### config.mk
export PLATFORM = sky130hd
export DESIGN_NAME = capt_rd_ctrl
export DESIGN_NICKNAME = d
export VERILOG_FILES = /design/src/rtl/capt_pkg.sv /design/src/rtl/capt_rd_fifo.sv /design/src/rtl/capt_rd_ctrl.sv
export SDC_FILE = /design/constraint.sdc
export NUM_CORES = 2
export LEC_CHECK = 0
export ABC_AREA = 1
export CORE_AREA = 2 2 312 314
export CTS_BUF_LIST = sky130_fd_sc_hd__clkbuf_4
export DETAILED_ROUTE_END_ITERATION = 7
export DIE_AREA = 0 0 314 316
export GPL_ROUTABILITY_DRIVEN = 0
export HOLD_SLACK_MARGIN = 0.02
export PLACE_DENSITY = 0.77
export SYNTH_ARGS = -nofsm -noshare
export SYNTH_HDL_FRONTEND = slang
export SYNTH_SLANG_ARGS = --single-unit
### constraint.sdc
create_clock -name clk -period 6.1 [get_ports clk]
set_input_delay 0.915 -clock clk [delete_from_list [all_inputs] [get_ports clk]]
set_output_delay 0.915 -clock clk [all_outputs]
set_load 0.01 [all_outputs]
### src/rtl/capt_pkg.sv
// Shared definitions for the capture buffer read/write controllers.
//   capt_state_e : read controller state encoding
//   HDR_*        : record header layout (word indices within the 16-byte header)
//   ceil_words   : byte length -> 32-bit word count, rounded up
package capt_pkg;

  typedef enum logic [2:0] {
    ST_IDLE,
    ST_CHECK,
    ST_RD_HDR,
    ST_PARSE,
    ST_RD_DATA,
    ST_ERROR
  } capt_state_e;

  localparam int HDR_WORDS = 4;
  localparam int HDR_SEC   = 0;
  localparam int HDR_NSEC  = 1;
  localparam int HDR_LEN0  = 2;
  localparam int HDR_LEN1  = 3;

  function automatic logic [31:0] ceil_words(input logic [31:0] len);
    return {2'b00, len[31:2]} + {31'd0, |len[1:0]};
  endfunction

endpackage

### src/rtl/capt_rd_fifo.sv
// Synchronous first-word-fall-through FIFO for the read data path.
//   clk, reset : clock, synchronous active-low flush
//   i_push     : write i_data (ignored when full)
//   i_pop      : consume o_data (ignored when empty)
//   o_data     : head word, valid whenever o_empty is low
//   o_empty    : no words stored
//   o_free     : number of free word slots
module capt_rd_fifo #(
  parameter  int DEPTH = 16,
  parameter  int W     = 32,
  localparam int AW    = (DEPTH > 1) ? $clog2(DEPTH) : 1,
  localparam int CW    = $clog2(DEPTH + 1)
) (
  input  logic          clk,
  input  logic          reset,
  input  logic          i_push,
  input  logic [W-1:0]  i_data,
  input  logic          i_pop,
  output logic [W-1:0]  o_data,
  output logic          o_empty,
  output logic [CW-1:0] o_free
);

  logic [W-1:0]  r_mem [DEPTH];
  logic [AW-1:0] r_wr, r_rd;
  logic [CW-1:0] r_cnt;
  logic          w_push, w_pop;

  assign o_empty = (r_cnt == '0);
  assign o_free  = CW'(DEPTH) - r_cnt;
  assign o_data  = r_mem[r_rd];
  assign w_push  = i_push && (r_cnt != CW'(DEPTH));
  assign w_pop   = i_pop && !o_empty;

  // Storage needs no reset: the pointers define what is valid.
  always_ff @(posedge clk) begin
    if (w_push) r_mem[r_wr] <= i_data;
  end

  always_ff @(posedge clk) begin
    if (!reset) begin
      r_wr  <= '0;
      r_rd  <= '0;
      r_cnt <= '0;
    end else begin
      if (w_push) r_wr <= (r_wr == AW'(DEPTH - 1)) ? '0 : r_wr + 1'b1;
      if (w_pop)  r_rd <= (r_rd == AW'(DEPTH - 1)) ? '0 : r_rd + 1'b1;
      case ({w_push, w_pop})
        2'b10:   r_cnt <= r_cnt + 1'b1;
        2'b01:   r_cnt <= r_cnt - 1'b1;
        default: r_cnt <= r_cnt;
      endcase
    end
  end

endmodule

### src/rtl/capt_rd_ctrl.sv
// Capture buffer drain: Avalon-MM burst read master that walks the circular
// capture buffer record by record and streams packet data out.
//   clk, reset                 : clock, synchronous active-low reset
//   enable                     : run / stop after current record / clear error
//   capt_buf_start/size        : buffer window, latched when leaving IDLE
//   wr_ptr, wr_lap             : writer position
//   rd_ptr, rd_lap             : reader position
//   busy, err_hdr, err_overrun : status (errors sticky)
//   pkt_count                  : records fully streamed
//   address/read/burstcount/waitrequest/readdata/readdatavalid : Avalon master
//   st_*                       : packet stream with per-packet timestamps
module capt_rd_ctrl
  import capt_pkg::*;
#(
  parameter int MAX_BURST_WORDS = 4,
  parameter int FIFO_DEPTH      = 16,
  parameter int MAX_PKT_BYTES   = 2048
) (
  input  logic        clk,
  input  logic        reset,
  input  logic        enable,
  input  logic [31:0] capt_buf_start,
  input  logic [31:0] capt_buf_size,
  input  logic [31:0] wr_ptr,
  input  logic        wr_lap,
  output logic [31:0] rd_ptr,
  output logic        rd_lap,
  output logic        busy,
  output logic        err_hdr,
  output logic        err_overrun,
  output logic [31:0] pkt_count,
  output logic [31:0] address,
  output logic        read,
  output logic [15:0] burstcount,
  input  logic        waitrequest,
  input  logic [31:0] readdata,
  input  logic        readdatavalid,
  output logic [31:0] st_data,
  output logic        st_valid,
  input  logic        st_ready,
  output logic        st_sop,
  output logic        st_eop,
  output logic [1:0]  st_empty,
  output logic [31:0] st_ts_sec,
  output logic [31:0] st_ts_nsec
);

  localparam int CW = $clog2(FIFO_DEPTH + 1);
  localparam int HW = $clog2(HDR_WORDS);

  capt_state_e r_state, w_next;

  logic [31:0] r_base, r_end, r_rd_ptr, r_hdr_ptr;
  logic        r_rd_lap, r_hdr_lap;
  logic [31:0] r_hdr [HDR_WORDS];
  logic [HW-1:0] r_hdr_idx;
  logic [31:0] r_req_rem;        // words of current phase not yet requested
  logic        r_bact;           // a burst is issued and not fully returned
  logic [15:0] r_beats_rem;
  logic        r_read;
  logic [31:0] r_addr;
  logic [15:0] r_bcnt;
  logic [31:0] r_ts_sec, r_ts_nsec, r_pkt_words, r_st_idx, r_pkt_count;
  logic [1:0]  r_pkt_empty;
  logic        r_eop_pend, r_err_hdr, r_err_ovr;

  logic [31:0] w_wte, w_n, w_free32, w_ptr_adv, w_fifo_data;
  logic [CW-1:0] w_free;
  logic        w_fifo_empty, w_issue, w_push, w_pop, w_eop, w_hdr_ok, w_last_beat;

  // Burst size: capped by max burst, words left in this phase, and buffer end.
  always_comb begin
    w_wte = (r_end - r_rd_ptr) >> 2;
    w_n   = 32'(MAX_BURST_WORDS);
    if (r_req_rem < w_n) w_n = r_req_rem;
    if (w_wte < w_n)     w_n = w_wte;
  end

  assign w_free32    = 32'(w_free);
  assign w_ptr_adv   = r_rd_ptr + {14'd0, r_bcnt, 2'b00};
  assign w_last_beat = readdatavalid && r_bact && (r_beats_rem == 16'd1);
  assign w_hdr_ok    = (r_hdr[HDR_LEN0] == r_hdr[HDR_LEN1]) && (r_hdr[HDR_LEN0] != '0) &&
                       (r_hdr[HDR_LEN0] <= 32'(MAX_PKT_BYTES));
  assign w_push      = readdatavalid && r_bact && (r_state == ST_RD_DATA);
  assign w_pop       = st_valid && st_ready;
  assign w_eop       = st_valid && (r_st_idx == r_pkt_words - 32'd1);

  always_ff @(posedge clk) begin
    if (!reset) r_state <= ST_IDLE;
    else        r_state <= w_next;
  end

  always_comb begin
    w_next  = r_state;
    w_issue = 1'b0;
    case (r_state)
      ST_IDLE:    if (enable) w_next = ST_CHECK;
      ST_CHECK: begin
        if (!enable) w_next = ST_IDLE;
        else if ((r_rd_ptr != wr_ptr || r_rd_lap != wr_lap) && w_fifo_empty && !r_eop_pend)
          w_next = ST_RD_HDR;
      end
      ST_RD_HDR: begin
        w_issue = !r_bact && (r_req_rem != '0);
        if (r_req_rem == '0 && !r_bact) w_next = ST_PARSE;
      end
      ST_PARSE:   w_next = w_hdr_ok ? ST_RD_DATA : ST_ERROR;
      ST_RD_DATA: begin
        // Space for the whole burst must exist up front: beats cannot be stalled.
        w_issue = !r_bact && (r_req_rem != '0) && (w_free32 >= w_n);
        if (r_req_rem == '0 && !r_bact) w_next = ST_CHECK;
      end
      ST_ERROR:   if (!enable) w_next = ST_IDLE;
      default:    w_next = ST_IDLE;
    endcase
  end

  always_ff @(posedge clk) begin
    if (!reset) begin
      r_base      <= '0;
      r_end       <= '0;
      r_rd_ptr    <= capt_buf_start;
      r_rd_lap    <= 1'b0;
      r_hdr_ptr   <= '0;
      r_hdr_lap   <= 1'b0;
      for (int i = 0; i < HDR_WORDS; i++) r_hdr[i] <= '0;
      r_hdr_idx   <= '0;
      r_req_rem   <= '0;
      r_bact      <= 1'b0;
      r_beats_rem <= '0;
      r_read      <= 1'b0;
      r_addr      <= '0;
      r_bcnt      <= '0;
      r_ts_sec    <= '0;
      r_ts_nsec   <= '0;
      r_pkt_words <= '0;
      r_st_idx    <= '0;
      r_pkt_empty <= '0;
      r_pkt_count <= '0;
      r_eop_pend  <= 1'b0;
      r_err_hdr   <= 1'b0;
      r_err_ovr   <= 1'b0;
    end else begin
      if (r_state == ST_IDLE && enable) begin
        r_base <= capt_buf_start;
        r_end  <= capt_buf_start + capt_buf_size;
      end
      if (r_state == ST_CHECK && w_next == ST_RD_HDR) begin
        r_req_rem <= 32'(HDR_WORDS);
        r_hdr_idx <= '0;
        r_hdr_ptr <= r_rd_ptr;
        r_hdr_lap <= r_rd_lap;
      end
      if (w_issue) begin
        r_read      <= 1'b1;
        r_addr      <= r_rd_ptr;
        r_bcnt      <= w_n[15:0];
        r_beats_rem <= w_n[15:0];
        r_bact      <= 1'b1;
        r_req_rem   <= r_req_rem - w_n;
      end else if (r_read && !waitrequest) begin
        r_read <= 1'b0;
      end
      if (readdatavalid && r_bact) begin
        r_beats_rem <= r_beats_rem - 16'd1;
        if (r_state == ST_RD_HDR) begin
          r_hdr[r_hdr_idx] <= readdata;
          r_hdr_idx        <= r_hdr_idx + 1'b1;
        end
      end
      if (w_last_beat) begin
        r_bact <= 1'b0;
        if (w_ptr_adv == r_end) begin
          r_rd_ptr <= r_base;
          r_rd_lap <= ~r_rd_lap;
        end else begin
          r_rd_ptr <= w_ptr_adv;
        end
      end
      if (r_state == ST_PARSE) begin
        if (w_hdr_ok) begin
          r_req_rem   <= ceil_words(r_hdr[HDR_LEN0]);
          r_pkt_words <= ceil_words(r_hdr[HDR_LEN0]);
          r_pkt_empty <= 2'd0 - r_hdr[HDR_LEN0][1:0];
          r_ts_sec    <= r_hdr[HDR_SEC];
          r_ts_nsec   <= r_hdr[HDR_NSEC];
          r_st_idx    <= '0;
          r_eop_pend  <= 1'b1;
        end else begin
          // Park on the bad record so software can inspect it.
          r_err_hdr <= 1'b1;
          r_rd_ptr  <= r_hdr_ptr;
          r_rd_lap  <= r_hdr_lap;
        end
      end
      if (w_pop) begin
        r_st_idx <= r_st_idx + 32'd1;
        if (w_eop) begin
          r_eop_pend  <= 1'b0;
          r_pkt_count <= r_pkt_count + 32'd1;
        end
      end
      if (r_rd_lap != wr_lap && wr_ptr > r_rd_ptr) r_err_ovr <= 1'b1;
    end
  end

  capt_rd_fifo #(.DEPTH(FIFO_DEPTH), .W(32)) u_fifo (
    .clk     (clk),
    .reset   (reset),
    .i_push  (w_push),
    .i_data  (readdata),
    .i_pop   (w_pop),
    .o_data  (w_fifo_data),
    .o_empty (w_fifo_empty),
    .o_free  (w_free)
  );

  assign rd_ptr      = r_rd_ptr;
  assign rd_lap      = r_rd_lap;
  assign busy        = (r_state != ST_IDLE);
  assign err_hdr     = r_err_hdr;
  assign err_overrun = r_err_ovr;
  assign pkt_count   = r_pkt_count;
  assign address     = r_addr;
  assign read        = r_read;
  assign burstcount  = r_bcnt;
  assign st_data     = w_fifo_data;
  assign st_valid    = !w_fifo_empty;
  assign st_sop      = st_valid && (r_st_idx == '0);
  assign st_eop      = w_eop;
  assign st_empty    = w_eop ? r_pkt_empty : 2'd0;
  assign st_ts_sec   = r_ts_sec;
  assign st_ts_nsec  = r_ts_nsec;

endmodule
==> metrics.md <==
| Metric | Value |
|---|---|
| Total iterations of the first detailed-routing run | 7 |
| Critical Path Max Stage Delay | 0.39 ns |
| Fmax | 0.171 GHz |
| Slew HR | 22.8% |
| Fin. Hold Viols | 0 |
| Fin cells | 7742 |
| Delay-heaviest family, CP | simple AND/OR/NAND/NOR gates |
| GRT Resource Usage Total | 30.3% |
| Pleak | 24.8 nW |
| Critical Path AT | 6.81 ns |
| Crit start category | flop |
| Synthesized area | 0.0523 sq mm |
| Switching power total | 7.64 mW |
| Synthesis warning total | 0 |
| FF+latch count, synth | 1054 |
| Min-Delay Path Class | primary input to flop |
| Cell taking the most area after synthesis | edfxtp_1 |
| Main synth FF type | edfxtp_1 |
| WS Path Type | flop to flop |
| Core ar. | 0.0960 sq mm |
| Vias in the first global route | 42550 |
| Number of buffers added on ports | 352 |
| Layout area overhead | 17.3% |
| Post-synthesis mux area share | 2.45% |
| Fin Clk Skew | 0.148 ns |
| Critical-path maximum fanout | 7 |
| PD cells | 344 mW/mm^2 |
| Post-DP HPWL | 104000 microns |
| Post-Place Cells | 7257 |
| Adder-cell share of the synthesized area | 4.74% |
| Starting DRC count in detailed routing | 4747 |
| Worst skew pair latency | 1.23 ns |
| Fill cells | 7646 |
| XOR/XNOR Fraction of Synth Area | 3.80% |
| CTS tree | done |
| Combinational share of power | 33.2% |
| Register share of total power | 38.1% |
| Hold_buf cts | 0 |
| Die Y | 316 microns |
| Clock power share | 28.7% |
| Final wirelength | 154000 microns |
| Crit-path slowest cell | dfxtp_1 |
| Synth Area in Compound Gates | 14.4% |
| Worst-Margin Slew | 1.16 ns |
| Longest Clk Path Bufs | 4 |
| Num ports | 353 |
| Clock net sink count | 1054 |
| Max-Cap Viols | 0 |
| Drt drc | 0 |
| Most frequent cell after synthesis | nand2_1 |
| Worst path most repeated cell | nand2_1 |
| Remaining global-route overflow | 0 |
| First-pass GRT wire length | 234000 microns |
| H-tree Lvls | 5 |
| Die width | 314 microns |
| Switching Fraction | 36.2% |
| Root Driver | clkbuf_4 |
| Final count of negative-setup-slack endpoints | 0 |
| Final period util | 96.1% |
| Routed len/inst | 19.9 microns |
| Initial antenna violation count | 12 |
| Seq/Total Area, Yosys | 52.6% |
| Internal power | 13.5 mW |
| Worst path bufs/invs | 8 |
| Setup crit end kind | flop |
| Largest net degree at the start of global routing | 137 |
| Ys async rst share | 0% |
| Final core occ | 64.0% |
| Peak supply drop | 0.000277 V |
| Area share of the largest cell type after synthesis | 36.7% |
| Slew Limit Fails | 0 |
| Outcome | finished, final reports clean |
| Num CTS Buffers | 291 |
| Post-synth EDFFs | 640 |
| Synth Area in Simple Gates | 15.3% |
| Post-layout nets | 6613 |
| Die area | 0.0992 sq mm |
| Synth unique cells | 60 |
| Post-route ant nets | 0 |
| Initial Util | 54.5% |
| Via count | 44552 |
| Required @ worst endpoint | 7.05 ns |
| Worst-path clk slew | 0.06 ns |
| Post-Synthesis Cells | 5719 |
| Vias per cell | 5.75 |
| Minimum clock period | 5.86 ns |
| Top post-synthesis cells by area | edfxtp_1 (37%), dfxtp_1 (16%), nand2_1 (6.9%) |
| Avg Cell Area, Syn | 9.15 sq um |
| Largest family of logic cells by synthesized area | simple AND/OR/NAND/NOR gates |
| Num rows | 114 |
| Post-synth top cells | nand2_1 (960), inv_1 (662), edfxtp_1 (640) |
| Layout cells sized above 1 | 10.7% |
## registers in the layout, indices dropped and copies added (netlist names), 4 cells and up, named ones only
name / count
r_req_rem: 32
u_fifo.r_mem: 512
r_end: 32
r_beats_rem: 16
u_fifo.r_rd: 4
st_ts_sec: 32
r_hdr: 128
u_fifo.r_cnt: 5
r_base: 32
rd_ptr: 32
pkt_count: 32
r_st_idx: 32
burstcount: 16
r_pkt_words: 31
u_fifo.r_wr: 4
r_hdr_ptr: 32
address: 32
st_ts_nsec: 32
## area by class of cell
cell class	count	area (sq um)	area share, %
antenna	4	10.0	0.0163
clock inverter	50	231	0.377
clock buffer	423	3180	5.17
tap	1276	1600	2.60
multi-input combinational	3780	21700	35.3
timing repair buffer	486	4660	7.59
inverter	669	2530	4.11
sequential	1054	27500	44.8
## layout by cell type (no fill, tap or decap), types with 173 or more instances in the layout
cell type / Yosys / layout
o21ai_0: 423 / 416
ha_1: 192 / 190
a21oi_1: 529 / 527
edfxtp_1: 640 / 640
nand3_1: 242 / 240
xor2_1: 173 / 173
nand2_1: 960 / 958
clkdlybuf4s50_1: 0 / 350
dfxtp_1: 414 / 410
nor2_1: 453 / 428
inv_1: 662 / 658
clkbuf_4: 0 / 423
## timing repair
| item | CTS | global route |
|---|---|---|
| setup endpoints to repair | 11 | 101 |
| pin swaps | 0 | 3 |
| cloned | 0 | 3 |
| setup buffers | 0 | 5 |
| gates resized for setup | 1 | 36 |
## per-layer routing
metal	global-route usage [%]	vias to the layer above	wire [microns]
met4	15.9	16	7510
li1	-	20878	-
met3	7.35	495	14100
met5	0	-	108
met1	37.0	20929	59900
met2	49.9	2234	72800
## stage by stage
stage	setup TNS [ns]	setup slack, ns	power (mW)	hold WS [ns]	cell area, sq um
detailed placement	-0.913	-0.117	14.9	0.440	57700
global route	-0.0720	-0.0242	22.3	0.139	61400
global placement	0	0.0385	14.8	0.434	57700
finish	0	0.239	21.1	0.152	61400
CTS	0	0.0397	21.0	0.0652	61100
floorplan	0	0.543	12.7	0.422	52400
## worst register-to-register path, delay by kind of cell, from the launching register on
kind,cells,cell delay (ns)
AOI/OAI and AO/OA,8,1.45
xor gates and xnor gates,1,0.22
buffers and inverters,8,0.86
DFF,1,0.39
adders and majority gates,3,0.98
and+or+nand+nor,13,1.76
## cell families (layout without fill, tap and decap cells)
| family | count (synthesis) | in the layout |
|---|---|---|
| adder cells (fa/ha/maj) | 196 | 196 |
| XOR/XNOR | 227 | 227 |
| flip-flops | 1054 | 1054 |
| other | 1 | 30 |
| AND/OR/NAND/NOR | 1894 | 1894 |
| AO/OA/AOI/OAI | 1309 | 1309 |
| buffers and inverters | 910 | 1628 |
| multiplexers | 128 | 128 |
## power by group through the flow
stage	Combinational [mW]	Sequential [mW]	Clock [mW]
final	7.00	8.06	6.06
after global routing	7.67	8.08	6.56
after CTS	6.75	8.05	6.16
after detailed placement	6.71	8.20	0
after global placement	6.61	8.20	0
after floorplan	4.62	8.04	0
## final timing paths
| kind | startpoint | to | slack, ns | depth (start not counted) |
|---|---|---|---|---|
| setup / recovery | rd_ptr[7] | r_req_rem[27] | 0.24 | 33 |
| hold / removal | reset | r_base[2] | 0.15 | 3 |
| setup reg to reg | rd_ptr[7] | r_req_rem[27] | 0.24 | 33 |
| hold reg to reg | r_hdr[1][19] | st_ts_nsec[19] | 0.40 | 1 |
Power figures use the tool's default switching activity.
